## src/rtl/shift_subtract_divider_pkg.sv

```systemverilog
// Shared types and helpers for the shift/subtract divider slice.
package divider_pkg;

  localparam int DIVIDER_DEFAULT_WIDTH = 8;

  typedef enum logic [1:0] {
    IDLE    = 2'd0,
    WORKING = 2'd1,
    DONE    = 2'd2
  } divider_state_t;

  function automatic int divider_count_width(input int width);
    return (width < 2) ? 1 : $clog2(width);
  endfunction

endpackage

```

## src/rtl/shift_subtract_divider_if.sv

```systemverilog
// Start/ready handshake plus operand and result bus of the divider.
interface shift_subtract_divider_if #(
  parameter int WIDTH = 8
);
  logic             start;
  logic [WIDTH-1:0] dividend;
  logic [WIDTH-1:0] divisor;
  logic             ready;
  logic [WIDTH-1:0] quotient;
  logic [WIDTH-1:0] remainder;
  logic             div_by_zero;

  modport master (
    output start, dividend, divisor,
    input  ready, quotient, remainder, div_by_zero
  );

  modport slave (
    input  start, dividend, divisor,
    output ready, quotient, remainder, div_by_zero
  );
endinterface

```

## src/rtl/shift_subtract_divider_controller.sv

```systemverilog
// Controller FSM for the restoring divider (IDLE -> WORKING -> DONE).
// DIVIDER_FAST_DIV_ZERO_EN adds a direct IDLE -> DONE path for a zero divisor.
module divider_controller
  import divider_pkg::*;
(
  input  logic clock,
  input  logic reset,
  input  logic start,
  input  logic counter_is_zero,
`ifdef DIVIDER_FAST_DIV_ZERO_EN
  input  logic divisor_is_zero,
`endif
  output logic ready,
  output logic datapath_do_init,
  output logic datapath_do_step,
  output logic counter_do_preset,
  output logic counter_do_decrement
);

  localparam logic [1:0] ST_IDLE    = 2'(IDLE);
  localparam logic [1:0] ST_WORKING = 2'(WORKING);
  localparam logic [1:0] ST_DONE    = 2'(DONE);

  logic [1:0] state_q, state_d;

  always_comb begin
    state_d              = state_q;
    datapath_do_init     = 1'b0;
    datapath_do_step     = 1'b0;
    counter_do_preset    = 1'b0;
    counter_do_decrement = 1'b0;
    case (state_q)
      ST_IDLE: begin
        if (start) begin
          datapath_do_init = 1'b1;
`ifdef DIVIDER_FAST_DIV_ZERO_EN
          if (divisor_is_zero) begin
            state_d = ST_DONE;
          end else begin
            counter_do_preset = 1'b1;
            state_d           = ST_WORKING;
          end
`else
          counter_do_preset = 1'b1;
          state_d           = ST_WORKING;
`endif
        end
      end
      ST_WORKING: begin
        datapath_do_step = 1'b1;
        if (counter_is_zero) state_d = ST_DONE;
        else                 counter_do_decrement = 1'b1;
      end
      ST_DONE: begin
        if (!start) state_d = ST_IDLE;
      end
      default: state_d = ST_IDLE;
    endcase
  end

  always_ff @(posedge clock) begin
    if (reset) state_q <= ST_IDLE;
    else       state_q <= state_d;
  end

  // Decoded from state only so a client never sees start loop back to ready.
  assign ready = (state_q == ST_DONE);

endmodule

```

## src/rtl/shift_subtract_divider.sv

```systemverilog
// Sequential unsigned restoring divider: one quotient bit per clock, A/Q/M datapath.
// Optional DIVIDER_FAST_DIV_ZERO_EN: finish a zero-divisor request in one edge.
module shift_subtract_divider
  import divider_pkg::*;
#(
  parameter int WIDTH = DIVIDER_DEFAULT_WIDTH
) (
  input  logic                      clock,
  input  logic                      reset,
  shift_subtract_divider_if.slave   bus
);

  localparam int CW = divider_count_width(WIDTH);

  logic [WIDTH:0]   a_q;
  logic [WIDTH-1:0] q_q;
  logic [WIDTH-1:0] m_q;
  logic [CW-1:0]    cnt_q;
  logic             dbz_q;

  logic datapath_do_init, datapath_do_step;
  logic counter_do_preset, counter_do_decrement;

  divider_controller u_ctrl (
    .clock                (clock),
    .reset                (reset),
    .start                (bus.start),
    .counter_is_zero      (cnt_q == '0),
`ifdef DIVIDER_FAST_DIV_ZERO_EN
    .divisor_is_zero      (bus.divisor == '0),
`endif
    .ready                (bus.ready),
    .datapath_do_init     (datapath_do_init),
    .datapath_do_step     (datapath_do_step),
    .counter_do_preset    (counter_do_preset),
    .counter_do_decrement (counter_do_decrement)
  );

  // One restoring step: A' = {A,Q} << 1 (upper part), trial T = A' - M.
  logic [WIDTH:0] a_sh;
  logic [WIDTH:0] t;
  assign a_sh = {a_q[WIDTH-1:0], q_q[WIDTH-1]};
  assign t    = a_sh - {1'b0, m_q};

  always_ff @(posedge clock) begin
    if (reset) begin
      a_q   <= '0;
      q_q   <= '0;
      m_q   <= '0;
      cnt_q <= '0;
      dbz_q <= 1'b0;
    end else begin
      if (datapath_do_init) begin
        a_q   <= '0;
        q_q   <= bus.dividend;
        m_q   <= bus.divisor;
        dbz_q <= (bus.divisor == '0);
`ifdef DIVIDER_FAST_DIV_ZERO_EN
        if (bus.divisor == '0) begin
          a_q <= {1'b0, bus.dividend};
          q_q <= '1;
        end
`endif
      end else if (datapath_do_step) begin
        a_q <= t[WIDTH] ? a_sh : t;
        q_q <= {q_q[WIDTH-2:0], ~t[WIDTH]};
      end

      if (counter_do_preset)         cnt_q <= CW'(WIDTH - 1);
      else if (counter_do_decrement) cnt_q <= cnt_q - CW'(1);
    end
  end

  // The partial remainder always fits in WIDTH bits between steps; the extra
  // bit only matters inside the trial subtraction.
  always_comb begin
    assert (reset || !a_q[WIDTH]);
  end

  assign bus.quotient    = q_q;
  assign bus.remainder   = a_q[WIDTH-1:0];
  assign bus.div_by_zero = dbz_q;

endmodule

```

## src/flat_wrapper.sv

```systemverilog
// flat-port wrapper written by rule: the top's interface ports become plain ports
module shift_subtract_divider_flat import divider_pkg::*;
#(
  parameter int WIDTH = DIVIDER_DEFAULT_WIDTH
)
  (clock, reset, bus_start, bus_dividend, bus_divisor, bus_ready, bus_quotient, bus_remainder, bus_div_by_zero);
  shift_subtract_divider_if #(.WIDTH(WIDTH)) bus_i ();
  input  logic clock;
  input  logic reset;
  input wire logic [$bits(bus_i.start)-1:0] bus_start;
  input wire logic [$bits(bus_i.dividend)-1:0] bus_dividend;
  input wire logic [$bits(bus_i.divisor)-1:0] bus_divisor;
  output wire logic [$bits(bus_i.ready)-1:0] bus_ready;
  output wire logic [$bits(bus_i.quotient)-1:0] bus_quotient;
  output wire logic [$bits(bus_i.remainder)-1:0] bus_remainder;
  output wire logic [$bits(bus_i.div_by_zero)-1:0] bus_div_by_zero;
  assign bus_i.start = bus_start;
  assign bus_i.dividend = bus_dividend;
  assign bus_i.divisor = bus_divisor;
  assign bus_ready = bus_i.ready;
  assign bus_quotient = bus_i.quotient;
  assign bus_remainder = bus_i.remainder;
  assign bus_div_by_zero = bus_i.div_by_zero;
  shift_subtract_divider #(.WIDTH(WIDTH)) u_core (.clock(clock), .reset(reset), .bus(bus_i));
endmodule
```

## config.mk

```make
export PLATFORM = sky130hd
export DESIGN_NAME = shift_subtract_divider_flat
export DESIGN_NICKNAME = d
export VERILOG_FILES = /design/src/rtl/shift_subtract_divider_pkg.sv /design/src/rtl/shift_subtract_divider_if.sv /design/src/rtl/shift_subtract_divider_controller.sv /design/src/rtl/shift_subtract_divider.sv /design/src/flat_wrapper.sv
export SDC_FILE = /design/constraint.sdc
export NUM_CORES = 1
export LEC_CHECK = 0
export CAP_MARGIN = 20
export CORE_MARGIN = 1.5
export CORE_UTILIZATION = 45
export CTS_CLUSTER_SIZE = 20
export DETAILED_ROUTE_END_ITERATION = 10
export HOLD_SLACK_MARGIN = 0.03
export PLACE_DENSITY = 0.72
export SLEW_MARGIN = 30
export SYNTH_ARGS = -nofsm -noshare
export SYNTH_HDL_FRONTEND = slang
export SYNTH_HIERARCHICAL = 1
export SYNTH_SLANG_ARGS = --single-unit
export TNS_END_PERCENT = 1
```

## constraint.sdc

```tcl
create_clock -name clock -period 3.05 [get_ports clock]
set_input_delay 0.61 -clock clock [delete_from_list [all_inputs] [get_ports clock]]
set_output_delay 0.61 -clock clock [all_outputs]
set_load 0.02 [all_outputs]
```

-- Word-level counts from Yosys, hierarchy flattened
Cells that the tools add are included.
Widths: inputs -> output; s select.
- bits of input ports: 19
- bits in registers: 30
- output and inout port bits: 18
- logic and storage cells: 35
- multiplexer cells: 14
- bitwise logic cells: 1
- reduce and logical (&&, ||, !) cells: 7
- equal/unequal tests: 5
- add/subtract/negate cells: 2
- operator list (operator ; number):
    $mux 8 ; 3
    $sub 9x8->9 ; 1
    $logic_not 8->1 ; 1
    $mux 2 ; 3
    $mux 3 ; 2
    $ne 2x2->1 const B ; 3
    $pmux 2 s3 ; 1
    $mux 1 ; 5
    $reduce_bool 2->1 ; 2
    $logic_not 3->1 ; 1
    $reduce_and 3->1 ; 1
    $sub 3x1->3 const B ; 1
    $eq 2x1->1 const B ; 1
    $eq 2x2->1 const B ; 1
    $logic_not 2->1 ; 1
    $reduce_or 2->1 ; 1
    $not 1->1 ; 1

-- Depth between registers and ports, before layout
- depth in word-level cells: 5
- depth in mapped cells: 10
- mapped depth without buffers: 9

-- Modules after synthesis
The synthesis kept the hierarchy.
- by module, submodules not included (module ; instances ; sequential area each (sq um) ; area an instance (sq um) ; cells each):
    shift_subtract_divider ; 1 ; 560.5 ; 1592.8 ; 188
    divider_controller ; 1 ; 40.0 ; 127.6 ; 13

-- Worst setup path after synthesis
No wires, ideal clock.
- kind: register -> register
- from: reg u_core.q_q[7] (netlist: u_core/bus.quotient[7])
- to: reg u_core.a_q[6]
- stages on the path, launching flop included: 10
- buffers on the path: 0
- data arrival time: 2401 ps
- required time: 2976 ps
- library setup time: 74 ps
- clock period less this slack: 2475 ps
- setup slack: 575 ps
- cell sequence: dfxtp_1 -> inv_1 -> ha_1 -> fa_1 -> nand2b_1 -> a211oi_2 -> mux2_4 -> nor2_2 -> or4_1 -> a31oi_1
- longest elaborated chain between the ends: 2
- ends and longest elaborated chain (element ; line ; RTL):
    from (decl) ; shift_subtract_divider.sv:16 ; logic [WIDTH-1:0] q_q;
    from (signal assigned) ; shift_subtract_divider.sv:55 ; q_q <= bus.dividend;
    from (signal assigned) ; shift_subtract_divider.sv:66 ; q_q <= {q_q[WIDTH-2:0], ~t[WIDTH]};
    $sub 9x8->9 ; shift_subtract_divider.sv:43 ; assign t = a_sh - {1'b0, m_q};
    $mux 8 ; shift_subtract_divider.sv:65 ; a_q <= t[WIDTH] ? a_sh : t;
    to (signal assigned) ; shift_subtract_divider.sv:65 ;
    to (decl) ; shift_subtract_divider.sv:15 ; logic [WIDTH:0] a_q;
Every way passes these cells.
A chain may end at the register's enable or synchronous reset.

-- Worst setup path after layout
- from: reg u_core.q_q[7] (netlist: u_core/bus.quotient[7])
- to: reg u_core.a_q[2]
The elaborated chain is that of the path after synthesis.

==> impl_metrics.json <==
{
  "die_x_um": 64.8,
  "yosysSeqAreaShare_pct": 34.9,
  "hold_end": "u_core/bus.div_by_zero$_SDFFE_PP0P_",
  "outcome": "finished, final reports clean",
  "syn-num-nets": 231,
  "async_flop_share_pct": 0,
  "fin_crit_ns": 2.71,
  "boundaryPins": 37,
  "cts.clk_slew.worst_paths_ns": 0.06,
  "cts.sinks": 30,
  "reg2reg_to": "u_core/a_q[2]$_SDFFE_PP0P_",
  "crit_type": "reg -> reg",
  "cap_violations": 0,
  "grt.total_usage_pct": 19.4,
  "gp_congestion": 0.796,
  "min-delay-start": "u_core/bus.div_by_zero$_SDFFE_PP0P_",
  "rows": 22,
  "nNetsFinal": 268,
  "cts_buffer_depth": 2,
  "worstRegToRegCells": 9,
  "cts-htree-levels": 2,
  "hold_buffers": 0,
  "syn_area_um2": 1720,
  "drtPass1Iterations": 4,
  "hpwl_um": 2650,
  "cts_root_buf": "clkbuf_8",
  "drc": 0,
  "r2r-start": "u_core/bus.quotient[7]$_SDFFE_PP0P_",
  "wl_um": 3700,
  "synthTopCellsByArea": "dfxtp_1 (35%), mux2i_1 (10%), nor2_1 (7.6%), ha_1 (7.3%), a21oi_1 (5.2%)",
  "ys_warn_count": 6,
  "synth_area_leader_cell": "dfxtp_1",
  "cp-end-kind": "register",
  "drt_iter0_drc": 101,
  "crit_arrival_ns": 2.84,
  "worst_slew_pin_slew_ns": 0.581,
  "utilization_pct": 60.3,
  "tns_ns": 0,
  "yosysUniqueCellTypes": 46,
  "syn_to_final_growth_pct": 28.2,
  "start_util_pct": 47.0,
  "synth_edf_count": 0,
  "finalCritPeriodShare_pct": 88.8,
  "core_area_um2": 3660,
  "drv_slew": 0,
  "p_leak_nw": 0.870,
  "insertion_delay_ns": 0.28,
  "startpoint": "u_core/bus.quotient[7]$_SDFFE_PP0P_",
  "syn_avg_cell_area_um2": 8.56,
  "regToRegSetupSlack_ns": 0.34,
  "grt_overflow": 0,
  "finClkSkew_ns": 0.00440,
  "ant_nets": 0,
  "diodes": 0,
  "critPathMaxFanout": 11,
  "synth-seq-cells": 30,
  "grt_pass1_vias": 1421,
  "yosysTopAreaCellShare_pct": 34.9,
  "wl_per_cell_um": 13.0,
  "cts_resized": 0,
  "final_hold_viol_count": 0,
  "rsz0062_at_grt": "false",
  "die_area_um2": 4200,
  "start_kind": "register",
  "irDropWorstVdd_v": 0.000375,
  "setup_viol": 0,
  "cellPowerDensity_nw_per_um2": 541,
  "relSlewSlack_pct": 61.2,
  "cts_setup_buffers": 0,
  "place.port_buffers": 36,
  "grt_first_pass_wirelength_um": 6230,
  "antenna_found_initial": 0,
  "hold-path-cell-count": 2,
  "cts_tree": "yes",
  "cts_made_buffers": 5,
  "min_path_type": "reg -> reg",
  "grt_max_degree": 24,
  "required_ns": 3.18,
  "syn_inst": 201,
  "vias": 1485,
  "max_freq_mhz": 369,
  "vias_per_cell": 5.21,
  "synth-main-ff-cell": "dfxtp_1",
  "fp.dieH_um": 64.8,
  "drive_above_1_share_pct": 8.44
}
## state kept, by name, indices dropped and copies added, names as in the netlist
register	cells
u_core/cnt_q	3
u_core/a_q	8
u_core/u_ctrl/state_q	2
u_core/bus.quotient	8
u_core/bus.div_by_zero	1
u_core/m_q	8
## per-stage QoR
step / cell area (um2) / hold WS (ns) / cells / power [W] / setup slack [ns]
final: 2210 / 0.478 / 285 / 0.00119 / 0.341
after global routing: 2210 / 0.502 / 285 / 0.00127 / 0.174
after CTS: 2210 / 0.479 / 285 / 0.00121 / 0.324
after detailed placement: 2120 / 0.466 / 279 / 0.000885 / 0.352
after global placement: 2120 / 0.461 / 279 / 0.000881 / 0.441
after floorplan: 1720 / 0.460 / 201 / 0.000781 / 0.575
## report_power, final
| group | internal, W | total (W) | switching (W) | leakage [nW] |
|---|---|---|---|---|
| Clock | 0.000174 | 0.000313 | 0.000139 | 0.0431 |
| Combinational | 0.000203 | 0.000424 | 0.000221 | 0.580 |
| Sequential | 0.000427 | 0.000457 | 0.0000297 | 0.246 |
| Total | 0.000803 | 0.00119 | 0.000391 | 0.870 |
## cell type report
cell class	count	area, um2
repair buffers	39	383
well taps	48	60.1
inverters	15	56.3
clock buffers	6	82.6
flip-flops and latches	30	601
fillers	329	1460
multi-input cells	147	1020
## critical path, stage by stage (launching register included)
cell	delay, ns
dfxtp_1	0.37
inv_1	0.06
ha_1	0.22
fa_1	0.39
nand2b_1	0.20
a211oi_2	0.22
mux2_4	0.34
nor2_2	0.41
mux2i_1	0.26
a21oi_1	0.09
## routing by layer
layer	track usage [%]	vias up	part of all wire [%]
li1	-	770	-
met1	23.5	681	47
met2	31.4	28	47
met3	5.73	6	4.2
met4	9.04	0	1.3
met5	0	-	0
## Yosys cell counts, types with 3 or more instances
| cell type | instances |
|---|---|
| inv_1 | 15 |
| a211oi_2 | 3 |
| nor2b_1 | 4 |
| clkbuf_1 | 4 |
| dfxtp_1 | 30 |
| xnor2_1 | 3 |
| nor2_1 | 35 |
| nand2b_1 | 6 |
| a21oi_1 | 18 |
| o21ai_0 | 7 |
| nor4_1 | 3 |
| mux2i_1 | 18 |
| buf_1 | 3 |
| ha_1 | 10 |
| nand2_1 | 4 |
## cell families (layout without fill, tap and decap cells)
| group | after synthesis | after routing | share of synthesized area (%) |
|---|---|---|---|
| AO/OA/AOI/OAI | 45 | 45 | 17.6 |
| XOR/XNOR | 5 | 5 | 2.55 |
| adder cells (fa/ha/maj) | 11 | 11 | 8.44 |
| buffers and inverters | 24 | 60 | 5.89 |
| flip-flops | 30 | 30 | 34.9 |
| multiplexers | 19 | 19 | 11.3 |
| AND/OR/NAND/NOR | 67 | 67 | 19.3 |
## layout by cell type (no fill, tap or decap), drive strengths merged, types with 3 or more instances in the layout
cell type      Yosys  layout
a211oi             4       4
clkbuf             4       6
dfxtp             30      30
nor2b              5       5
mux2i             18      18
xnor2              3       3
inv               15      15
a21oi             18      18
ha                10      10
nor4               3       3
nor2              36      36
nand2              4       4
buf                5       3
nand2b             6       6
o21ai              8       8
clkdlybuf4s50      0      36
## worst max-delay path by stage
stage	slack, ns	cells after the start	end
after floorplan	0.57	9	u_core/a_q[6]$_SDFFE_PP0P_
after global placement	0.44	9	u_core/a_q[2]$_SDFFE_PP0P_
after detailed placement	0.35	9	u_core/a_q[3]$_SDFFE_PP0P_
after CTS	0.32	9	u_core/a_q[3]$_SDFFE_PP0P_
after global routing	0.17	9	u_core/a_q[2]$_SDFFE_PP0P_
final	0.34	9	u_core/a_q[2]$_SDFFE_PP0P_
Power figures use the tool's default switching activity.
